--- config.mk ---
export PLATFORM = sky130hd
export DESIGN_NAME = wb_stage
export DESIGN_NICKNAME = d
export VERILOG_FILES = /design/src/rtl/riscv_pkg.sv /design/src/rtl/load_ext.sv /design/src/rtl/wb_stage.sv
export SDC_FILE = /design/constraint.sdc
export NUM_CORES = 1
export LEC_CHECK = 0
export ABC_AREA = 1
export CAP_MARGIN = 0
export CORE_ASPECT_RATIO = 1.75
export CORE_MARGIN = 3
export CORE_UTILIZATION = 42
export DETAILED_ROUTE_END_ITERATION = 7
export PLACE_DENSITY = 0.79
export SLEW_MARGIN = 20
export SYNTH_ARGS = -nofsm -noshare
export SYNTH_HDL_FRONTEND = slang
export SYNTH_HIERARCHICAL = 1
export SYNTH_SLANG_ARGS = --single-unit
--- constraint.sdc ---
create_clock -name clk -period 1.91 [get_ports clk]
set_input_delay 0.382 -clock clk [delete_from_list [all_inputs] [get_ports clk]]
set_output_delay 0.382 -clock clk [all_outputs]
set_load 0.05 [all_outputs]
--- src/rtl/riscv_pkg.sv ---
`default_nettype none
// ============================================================================
//  Module   : riscv_pkg
//  Purpose  : Encodings shared by the decoder, the MEM stage and writeback.
//             This covers the result-source select codes and the load funct3
//             codes.
//  Revision : 1.0  initial release
// ============================================================================
package riscv_pkg;

  // Writeback result source select. Code 2'b11 is reserved and decodes as ALU.
  localparam logic [1:0] RESULT_ALU  = 2'b00;
  localparam logic [1:0] RESULT_LOAD = 2'b01;
  localparam logic [1:0] RESULT_PC4  = 2'b10;

  // Load width/sign codes (funct3 of the load instructions).
  localparam logic [2:0] F3_LB  = 3'b000;
  localparam logic [2:0] F3_LH  = 3'b001;
  localparam logic [2:0] F3_LW  = 3'b010;
  localparam logic [2:0] F3_LBU = 3'b100;
  localparam logic [2:0] F3_LHU = 3'b101;

endpackage
`default_nettype wire

--- src/rtl/load_ext.sv ---
`default_nettype none
// ============================================================================
//  Module   : load_ext
//  Purpose  : Picks the addressed byte or halfword out of a word-aligned load
//             word and sign- or zero-extends it. This block is purely
//             combinational.
//  Revision : 1.0  initial release
// ============================================================================
module load_ext
  import riscv_pkg::*;
#(
  parameter int XLEN = 32
) (
  input  logic [2:0]      funct3_i,
  input  logic [1:0]      off_i,
  input  logic [XLEN-1:0] word_i,
  output logic [XLEN-1:0] ext_o
);

  logic [7:0]  byte_sel;
  logic [15:0] half_sel;

  // Lane selection. Alignment is guaranteed upstream, so a halfword only
  // looks at off[1].
  always_comb begin
    byte_sel = word_i[7:0];
    case (off_i)
      2'd0: byte_sel = word_i[7:0];
      2'd1: byte_sel = word_i[15:8];
      2'd2: byte_sel = word_i[23:16];
      2'd3: byte_sel = word_i[31:24];
      default: byte_sel = word_i[7:0];
    endcase
    half_sel = off_i[1] ? word_i[31:16] : word_i[15:0];
  end

  // Extension by load type. Unknown codes fall back to the full word.
  always_comb begin
    ext_o = word_i;
    case (funct3_i)
      F3_LB:   ext_o = {{(XLEN-8){byte_sel[7]}}, byte_sel};
      F3_LBU:  ext_o = {{(XLEN-8){1'b0}}, byte_sel};
      F3_LH:   ext_o = {{(XLEN-16){half_sel[15]}}, half_sel};
      F3_LHU:  ext_o = {{(XLEN-16){1'b0}}, half_sel};
      default: ext_o = word_i;
    endcase
  end

endmodule
`default_nettype wire

--- src/rtl/wb_stage.sv ---
`default_nettype none
// ============================================================================
//  Module   : wb_stage
//  Purpose  : MEM/WB pipeline register plus writeback. It drives the regfile
//             write port, provides an ID-stage write-through bypass, and
//             counts retired instructions.
//  Revision : 1.0  initial release
// ============================================================================
module wb_stage
  import riscv_pkg::*;
#(
  parameter int XLEN  = 32,
  parameter int CNT_W = 64
) (
  input  logic             clk,
  input  logic             reset,
  input  logic             stall,
  input  logic             flush,
  input  logic             m_valid,
  input  logic             m_reg_write,
  input  logic [4:0]       m_rd,
  input  logic [1:0]       m_result_src,
  input  logic [2:0]       m_funct3,
  input  logic [XLEN-1:0]  m_alu_result,
  input  logic [XLEN-1:0]  m_read_data,
  input  logic [XLEN-1:0]  m_pc_plus4,
  input  logic [4:0]       id_a1,
  input  logic [4:0]       id_a2,
  input  logic [XLEN-1:0]  id_rd1,
  input  logic [XLEN-1:0]  id_rd2,
  output logic [4:0]       a3,
  output logic [XLEN-1:0]  wd3,
  output logic             WriteEn,
  output logic [XLEN-1:0]  byp_rd1,
  output logic [XLEN-1:0]  byp_rd2,
  output logic [CNT_W-1:0] instret
);

  localparam logic [CNT_W-1:0] CNT_ONE = {{(CNT_W-1){1'b0}}, 1'b1};

  logic            w_valid_q,  w_valid_d;
  logic            w_rw_q,     w_rw_d;
  logic [4:0]      w_rd_q,     w_rd_d;
  logic [1:0]      w_src_q,    w_src_d;
  logic [2:0]      w_f3_q,     w_f3_d;
  logic [XLEN-1:0] w_alu_q,    w_alu_d;
  logic [XLEN-1:0] w_rdata_q,  w_rdata_d;
  logic [XLEN-1:0] w_pc4_q,    w_pc4_d;
  logic [CNT_W-1:0] instret_q, instret_d;
  logic [XLEN-1:0] load_val;

  // W register next state. Flush beats stall, and stall beats load.
  // Reset is applied in the flop.
  always_comb begin
    w_valid_d = w_valid_q;
    w_rw_d    = w_rw_q;
    w_rd_d    = w_rd_q;
    w_src_d   = w_src_q;
    w_f3_d    = w_f3_q;
    w_alu_d   = w_alu_q;
    w_rdata_d = w_rdata_q;
    w_pc4_d   = w_pc4_q;
    if (flush) begin
      w_valid_d = 1'b0;
      w_rw_d    = 1'b0;
      w_rd_d    = '0;
      w_src_d   = '0;
      w_f3_d    = '0;
      w_alu_d   = '0;
      w_rdata_d = '0;
      w_pc4_d   = '0;
    end else if (!stall) begin
      w_valid_d = m_valid;
      w_rw_d    = m_reg_write;
      w_rd_d    = m_rd;
      w_src_d   = m_result_src;
      w_f3_d    = m_funct3;
      w_alu_d   = m_alu_result;
      w_rdata_d = m_read_data;
      w_pc4_d   = m_pc_plus4;
    end
  end

  // An entry retires when it leaves W normally. Entries that are held or
  // flushed do not count.
  always_comb begin
    instret_d = instret_q;
    if (w_valid_q && !stall && !flush) instret_d = instret_q + CNT_ONE;
  end

  // State registers with synchronous reset.
  always_ff @(posedge clk) begin
    if (reset) begin
      w_valid_q <= 1'b0;
      w_rw_q    <= 1'b0;
      w_rd_q    <= '0;
      w_src_q   <= '0;
      w_f3_q    <= '0;
      w_alu_q   <= '0;
      w_rdata_q <= '0;
      w_pc4_q   <= '0;
      instret_q <= '0;
    end else begin
      w_valid_q <= w_valid_d;
      w_rw_q    <= w_rw_d;
      w_rd_q    <= w_rd_d;
      w_src_q   <= w_src_d;
      w_f3_q    <= w_f3_d;
      w_alu_q   <= w_alu_d;
      w_rdata_q <= w_rdata_d;
      w_pc4_q   <= w_pc4_d;
      instret_q <= instret_d;
    end
  end

  load_ext #(.XLEN(XLEN)) u_load_ext (
    .funct3_i (w_f3_q),
    .off_i    (w_alu_q[1:0]),
    .word_i   (w_rdata_q),
    .ext_o    (load_val)
  );

  // Writeback mux and regfile port. The reserved source code selects ALU.
  always_comb begin
    case (w_src_q)
      RESULT_LOAD: wd3 = load_val;
      RESULT_PC4:  wd3 = w_pc4_q;
      default:     wd3 = w_alu_q;
    endcase
    a3      = w_rd_q;
    WriteEn = w_valid_q & w_rw_q & (w_rd_q != 5'd0);
  end

  // Write-through bypass. The regfile's async read cannot see this cycle's
  // write, so the bypass supplies it.
  always_comb begin
    byp_rd1 = (WriteEn && (id_a1 == a3)) ? wd3 : id_rd1;
    byp_rd2 = (WriteEn && (id_a2 == a3)) ? wd3 : id_rd2;
  end

  assign instret = instret_q;

endmodule
`default_nettype wire

=== Word-level counts from Yosys, hierarchy flattened ===
Index checks and enable logic that the tools add are counted.

* Bits in registers: 172
* Latch bits: 0
* RAM bits: 0
* ROM bits: 0
* Bits of input ports: 186
* Output and inout bits: 166
* Memories kept: 0

* Add/sub/neg operators: 1
* $mul: 0
* Div/mod/pow operators: 0
* Magnitude comparators: 0
* Equality and inequality tests: 10
* Shifts and indexed selects: 0
* Mux-type cells: 6
* Bitwise logic cells: 2
* Reduce and logical (&&, ||, !) cells: 10

{| class="wikitable"
|+ Operator list
! kind !! count
|-
| 32-bit case mux with 4 select lines || 1
|-
| 64-bit by 1-bit adder with 64-bit output, second input constant || 1
|-
| 32-bit 2-to-1 mux || 2
|-
| 32-bit case mux with 2 select lines || 1
|-
| 8-bit case mux with 4 select lines || 1
|-
| 16-bit 2-to-1 mux || 1
|-
| 5-bit == test || 2
|-
| 2-bit == test, second input constant || 3
|-
| 3-bit == test, second input constant || 2
|-
| 5-bit nonzero test || 1
|-
| 2-bit by 1-bit == test with 1-bit output, second input constant || 2
|-
| 1-bit logical AND || 4
|-
| 3-bit by 1-bit == test with 1-bit output, second input constant || 1
|-
| 3-bit logical NOT || 1
|-
| 1-bit AND || 2
|-
| 1-bit logical NOT || 2
|-
| 2-bit logical NOT || 1
|-
| 2-bit OR reduction || 1
|}

=== Logic depth before layout (Yosys ltp) ===
Gate-level depths: netlist (run 1).

* Depth in word-level cells: 5
* Mapped depth: 14
* Mapped depth without buffers: 12

=== Hierarchy ===
Netlist (run 1), hierarchy kept.

{| class="wikitable"
|+ Modules (own cells, without submodules)
! module !! times used !! cells each !! area each (um2) !! seq. area each (um2)
|-
| wb_stage || 1 || 1,431 || 9,260.1 || 3,443.3
|-
| load_ext || 1 || 170 || 923.4 || 0.0
|}

=== Worst setup path after synthesis (run 1) ===
Ideal clock, no wire load.

* Kind: flip-flop to output port
* From: reg w_src_q[0]
* To: out byp_rd1[30]
* Arrival time: 3.037 ns
* Required time: 1.528 ns
* Path slack: -1.509 ns
* Stages on the path, launching flop included: 8
* Cell sequence: dfxtp_1 inv_1 ha_1 clkbuf_1 inv_1 o21ai_0 nor2_1 a21oi_1

* Longest elaborated chain between the ends: 3

{| class="wikitable"
|+ RTL lines
! item !! line !! RTL
|-
| start, declared || wb_stage.sv:44 || <nowiki>logic [1:0] w_src_q, w_src_d;</nowiki>
|-
| start signal, assigned || wb_stage.sv:107 || <nowiki>w_src_q <= w_src_d;</nowiki>
|-
| 2-bit == test / 2-bit by 1-bit == test with 1-bit output (equally long branches) || wb_stage.sv:125 || <nowiki>case (w_src_q)</nowiki>
|-
| 32-bit case mux with 2 select lines (*) || wb_stage.sv:125 ||
|-
| net wd3[30] || wb_stage.sv:32 || <nowiki>output logic [XLEN-1:0] wd3,</nowiki>
|-
| 32-bit 2-to-1 mux (*) || wb_stage.sv:137 || <nowiki>byp_rd1 = (WriteEn && (id_a1 == a3)) ? wd3 : id_rd1;</nowiki>
|-
| end, declared || wb_stage.sv:34 || <nowiki>output logic [XLEN-1:0] byp_rd1,</nowiki>
|}

Mark *: on every way through the listed nets, which the timed path passes. The rest lies on a longest branch.

=== Final worst setup path (run 1) ===
* From: reg w_alu_q[1]
* To: out byp_rd2[10]

* Longest elaborated chain between the ends: 5

{| class="wikitable"
|+ RTL lines
! item !! line !! RTL
|-
| start, declared || wb_stage.sv:46 || <nowiki>logic [XLEN-1:0] w_alu_q, w_alu_d;</nowiki>
|-
| start signal, assigned || wb_stage.sv:109 || <nowiki>w_alu_q <= w_alu_d;</nowiki>
|-
| 2-bit == test (tied with other cells) || load_ext.sv:27 || <nowiki>case (off_i)</nowiki>
|-
| 8-bit case mux with 4 select lines || load_ext.sv:27 ||
|-
| 32-bit case mux with 4 select lines (*) || load_ext.sv:40 || <nowiki>case (funct3_i)</nowiki>
|-
| net load_val[10] || wb_stage.sv:50 || <nowiki>logic [XLEN-1:0] load_val;</nowiki>
|-
| 32-bit case mux with 2 select lines (*) || wb_stage.sv:125 ||
|-
| 32-bit 2-to-1 mux (*) || wb_stage.sv:138 || <nowiki>byp_rd2 = (WriteEn && (id_a2 == a3)) ? wd3 : id_rd2;</nowiki>
|-
| end, declared || wb_stage.sv:35 || <nowiki>output logic [XLEN-1:0] byp_rd2,</nowiki>
|}

Marks and branches as above.

==> metrics, run 1 <==
core footprint=approximately 24000 µm²; RR Endpoint=instret[56]; Avg Cell Area, Syn=about 6.4 µm²; vias in the first global route=~13000; Post-Route WL=about 50 mm; Crit path largest cell delay=about 0.38 ns; chip height=approximately 210 µm; top post-synthesis cells by area=dfxtp_1 (34%), nand2_1 (14%), a21oi_1 (9.8%), nor2_1 (9.3%), inv_1 (6.8%); R2R depth=10; Tightest Pin Transition=approximately 0.64 ns; failing checks=negative setup slack; fin crit period=approximately 2.8 ns; clock buffer count from CTS=17; startpoint types=flip-flop; Slew Viols, Final=0; switching part of the total=0.308; Endpoint, Worst Hold=w_pc4_q[21]; placed cells=around 2400; CTS Hold Bufs=0; leakage power=between 7 and 8 nW; die extent in x=about 120 µm; IO Pins=352; Final Total Pwr=roughly 10 mW; Vias=approximately 13000; Max-Cap Viols=0; site row count=74; worst hold path class=reg -> reg; final worst path period share=1.46; buffer depth of the longest clock path=2; hpwl dp=36.6 mm; RSZ-0062 raised after global routing=true; Mapped Nets=1790; Hold Crit Start=w_pc4_q[21]; hold_ws=about 0.47 ns; H-tree Lvls=4; commonest non-fill, non-tap cell in the layout=nand2_1; outcome=finished with violations; post-route worst setup slack=-0.874 ns; initial antenna violation count=7; worst path cell trace=inv_6 > nand3_2 > nand2_1 > inv_1 > nand2_2 > nand3_4 > buf_12 > nand3_2 > nand2_1 > a22oi_2 > buf_6 > nor2_4 > a21oi_4 > buf_12; Synth cell types=between 40 and 50; design area=~19000 µm²; #FFs+latches synth=172; Worst Hold Path Cells=2; post-place setup slack=-0.668 ns; Ys Warns=6; Critical path buffers and inverters=5; Netlist Area Pre-Place=around 10000 µm²; Final Setup Violations=96; sequential area share after synthesis=0.338; Max FO, Critical Path=8; CP max-delay cell=dfxtp_4; clock share of power=0.342; Placement Cell Area=17100 µm²; Psw=roughly 3.2 mW; Final Util=0.784; starting DRC count in detailed routing=733; routed len/inst=21.0 µm; post-synth top area cell=dfxtp_1; # DRC=0; Synth Instances=roughly 1600; r2r startpoint=instret[0]; final net count=2293; CTS clock-pin slew for the worst setup and hold paths=0.07 ns; peak supply drop=between 0.0004 and 0.0005 V; internal power=~7.2 mW; Setup CP Type=reg -> out; gr ovfl total=0; total track usage=0.354; Fmax=359 MHz; largest net degree at the start of global routing=approximately 140; fin cells=between 2000 and 2500; most frequent cells in the layout=nand2_1 (366), buf_4 (224), clkdlybuf4s50_1 (184), nor2_1 (182), inv_1 (179); post-synth top area share=0.338; IO Port Bufs=roughly 350; GP Congestion=between 1 and 1.5; Comb pwr share=0.301; required time worst endpoint=1.53 ns; Reg power frac=0.357; die area=roughly 26000 µm²; DRT antenna net count=0; Worst EP arrival=2.40 ns; worst-skew pair later-pin latency=0.45 ns; area growth from synthesis to layout=81.8%; setup TNS=-71.92 ns; Sink Count=roughly 170; Root Driver=clkbuf_16; Worst R2R Setup Slack=0.10 ns; CP top delay family=buffers and inverters; Pwr Density=approximately 560 nW/µm²; drt first pass iters=7; Slew HR=0.571; global-route wire length before repair=between 70 and 80 mm; share of cells above drive strength 1=0.342; Clock Skew=between 0.009 and 0.01 ns; initial core utilization=0.431; Vias per Instance=around 5.4; final hold violations=0; Setup crit end kind=output port; CTS tree=done
==> flip-flops by register name, summed over array words and instances (netlist names) <==
register and flops:
a3 5, instret 64, w_alu_q 32, w_f3_q 3, w_pc4_q 32, w_rdata_q 32, w_rw_q 1, w_src_q 2
w_valid_q 1
==> final cells by class <==
class	count	area, µm²
fill	1568	5100
inverter	193	741
clock inverter	12	138
sequential	172	3470
antenna	7	17.5
timing repair buffer	562	6260
multi-input combinational	1158	7050
tap	304	380
clock buffer	19	453
==> power groups by stage <==
stage / clock network, mW / logic [mW] / registers, mW
2_1_floorplan: 0 / 1.37 / 3.80
3_3_place_gp: 0 / 2.80 / 3.79
3_5_place_dp: 0 / 2.84 / 3.79
4_1_cts: 3.57 / 2.98 / 3.71
5_1_grt: 3.70 / 3.26 / 3.72
6_report: 3.56 / 3.13 / 3.72
==> how the worst max path moves through the flow <==
stage,startpoint,to,depth (start not counted)
after detailed placement,id_a2[0],byp_rd2[13],10
after floorplan,w_f3_q[1],byp_rd1[16],11
after global placement,id_a2[0],byp_rd2[5],10
after global routing,w_alu_q[1],byp_rd2[10],14
after CTS,w_alu_q[1],byp_rd1[5],10
final,w_alu_q[1],byp_rd2[10],14
==> worst register-to-register path: stages (launching register included) <==
cell and delay [ns]:
dfxtp_2 0.36, ha_1 0.19, nand2_1 0.10, nor2_2 0.16, nand2_2 0.12, nor2_4 0.26, nand2_1 0.15, nor2_4 0.19
nand3_1 0.09, nand2_1 0.06, nor2_1 0.04
==> cells by family after synthesis <==
| group | share of synthesized area |
|---|---|
| adder cells (fa/ha/maj) | 0.00369 |
| AO/OA/AOI/OAI | 0.173 |
| flip-flops | 0.338 |
| buffers and inverters | 0.111 |
| XOR/XNOR | 0.0172 |
| AND/OR/NAND/NOR | 0.357 |
==> synth_stat cells (all sizes together) <==
cell    instances
nor3b           3
clkbuf         51
nand4          16
nand3          90
a22o            1
a22oi          31
inv           191
dfxtp         172
a221oi          1
o21a            1
ha              3
nor2          279
o21bai          3
a211oi         34
nand2         405
nor3           18
buf            28
o22ai           8
clkinv          2
nand3b          2
a21oi         200
xnor2           9
o21ai          36
xor2           11
and2            3
nor2b           1
or2             2
==> layer usage <==
layer / vias up / share of wire / wire, µm / track usage
li1: 6141 / - / - / -
met1: 6084 / 0.30 / 15300 / 0.311
met2: 670 / 0.52 / 26300 / 0.652
met3: 255 / 0.081 / 4130 / 0.0886
met4: 0 / 0.10 / 5220 / 0.291
met5: - / 0 / 0 / 0
==> repair_timing <==
action                     in CTS  in global routing
resized for setup              94                 44
gates cloned                    3                  0
pin swaps                      48                 29
setup endpoints to repair      98                106
buffers inserted               14                 22
No activity file was read; power rests on OpenSTA's default activity.
==> run 2: changes to the inputs <==
- TNS_END_PERCENT: default -> 20
==> run 2 against run 1 <==
- the run still ends with negative setup slack left
- design area decreased by 4.7%
- maximum frequency up 0.53%
- largest power group unchanged
- hold slack worse by 0.0041 ns
- core utilization shrank 3.7 points
- setup slack improved by 0.015 ns
- highest routed layer unchanged
- die area stayed put
- sequential share of layout area rose by 0.88 points
- clock power fell by 1%
- routed wire length decreased by 12%
- non-clock buffer count decreased by 22
- sequential cell count unchanged
==> metrics, run 2 (synthesis results as in run 1) <==
outcome=finished with violations; failing checks=negative setup slack; gr ovfl total=0; initial core utilization=0.431; worst hold path class=reg -> reg; RR Endpoint=instret[50]; total track usage=0.330; Root Driver=clkbuf_16; initial antenna violation count=7; buffer depth of the longest clock path=2; Slew Viols, Final=0; largest net degree at the start of global routing=~140; R2R depth=7; RSZ-0062 raised after global routing=true; die area=approximately 26000 µm²; Endpoint, Worst Hold=w_rdata_q[7]; Fillers=between 1500 and 2000; GP Congestion=between 0.9 and 1; fin cells=2406; most frequent cells in the layout=nand2_1 (372), buf_4 (225), nor2_1 (216), clkdlybuf4s50_1 (184), inv_1 (182); core footprint=between 20000 and 25000 µm²; required time worst endpoint=between 1.5 and 2 ns; H-tree Lvls=4; max reg flops=between 60 and 70; vias in the first global route=between 10000 and 15000; Pwr Density=about 580 nW/µm²; final net count=~2300; Setup CP Type=reg -> out; commonest non-fill, non-tap cell in the layout=nand2_1; global-route wire length before repair=about 67 mm; Max FO, Critical Path=15; r2r startpoint=instret[35]; Fmax=361 MHz; setup TNS=-68.72 ns; Worst R2R Setup Slack=0.10 ns; peak supply drop=~0.00055 V; DRT antenna net count=0; Sink Count=172; Worst EP arrival=~2.4 ns; starting DRC count in detailed routing=around 760; Worst Hold Path Cells=2; Final Util=0.747; placed cells=roughly 2300; share of cells above drive strength 1=0.306; Final Setup Violations=96; leakage power=7.46 nW; area growth from synthesis to layout=73.2%; routed len/inst=roughly 19 µm; Final Total Pwr=between 10 and 15 mW; Slew HR=0.572; hpwl dp=between 30 and 40 mm; die extent in x=between 100 and 150 µm; Max-Cap Viols=0; final worst path period share=1.45; Vias=roughly 13000; worst-skew pair later-pin latency=around 0.44 ns; drt first pass iters=5; CTS tree=done; Tightest Pin Transition=approximately 0.64 ns; fin crit period=about 2.8 ns; IO Port Bufs=approximately 350; Post-Route WL=44.9 mm; clock buffer count from CTS=17; startpoint types=flip-flop; chip height=about 210 µm; CTS clock-pin slew for the worst setup and hold paths=roughly 0.07 ns; site row count=74; Clock Skew=around 0.012 ns; # DRC=0; Setup crit end kind=output port; CTS Hold Bufs=0; final hold violations=0; IO Pins=around 350; post-route worst setup slack=-0.860 ns; Hold Crit Start=w_rdata_q[7]; Vias per Instance=5.29
run 2: cell count changes in the layout (fill, tap and decap cells not counted), sizes merged:
cell | previous run | this run
buf | 377 | 356
clkinv | 6 | 10
clkbuf | 19 | 17
clkinvlp | 2 | 1
dlygate4sd2 | 1 | 0
run 2: timing repair:
action / in CTS / in global routing
setup endpoints to repair: 96 / 107
buffers inserted: 20 / 10
pin swaps: 81 / 41
gates resized for setup: 111 / 49
gates cloned: 2 / 0
run 2: cell type report:
cell class	count	area, µm²	area share
Multi-Input combinational cell	1158	6480	0.367
Timing Repair Buffer	540	5970	0.339
Sequential cell	172	3460	0.196
Inverter	193	738	0.0418
Clock buffer	17	425	0.0241
Tap cell	304	380	0.0216
Clock inverter	15	164	0.00929
Antenna cell	7	17.5	0.000993
run 2: worst max-delay path by stage:
stage	start	to	slack [ns]
2_1_floorplan	w_src_q[0]	byp_rd1[10]	-1.07
3_3_place_gp	id_a1[3]	byp_rd1[25]	-0.59
3_5_place_dp	id_a2[3]	byp_rd2[4]	-0.62
4_1_cts	w_alu_q[1]	byp_rd1[0]	-0.82
5_1_grt	w_alu_q[1]	byp_rd2[14]	-0.99
6_report	w_alu_q[1]	byp_rd2[14]	-0.86
run 2: metrics by stage:
step	instance area, µm²	setup WS [ns]	hold slack (ns)
after global routing	17600	-0.985	0.485
after global placement	16200	-0.588	0.453
after CTS	17400	-0.815	0.467
after floorplan	10600	-1.07	0.445
after detailed placement	16200	-0.622	0.456
final	17600	-0.860	0.467
run 2: where the power goes:
part           leakage [nW]  internal (mW)  total [mW]  switching (mW)
combinational          5.77           1.45        2.97            1.51
sequential             1.40           3.67        3.71          0.0473
clock                 0.290           1.95        3.51            1.56
run 2: critical path: stages (launching register included):
cell and delay [ns]:
dfxtp_4 0.39, inv_8 0.10, nand3_2 0.06, nand2_1 0.07, inv_1 0.05, nand2_2 0.09
nand3_4 0.11, buf_12 0.18, nand3_2 0.08, nand2_2 0.07, a22oi_2 0.27, nor2_1 0.12
a21oi_2 0.20, buf_12 0.17
run 2: metal layers:
metal	global-route usage	vias up	routed length, µm
li1	-	6111	-
met2	0.593	548	23300
met4	0.263	0	3790
met5	0	-	0
met1	0.304	5854	14400
met3	0.0862	203	3440
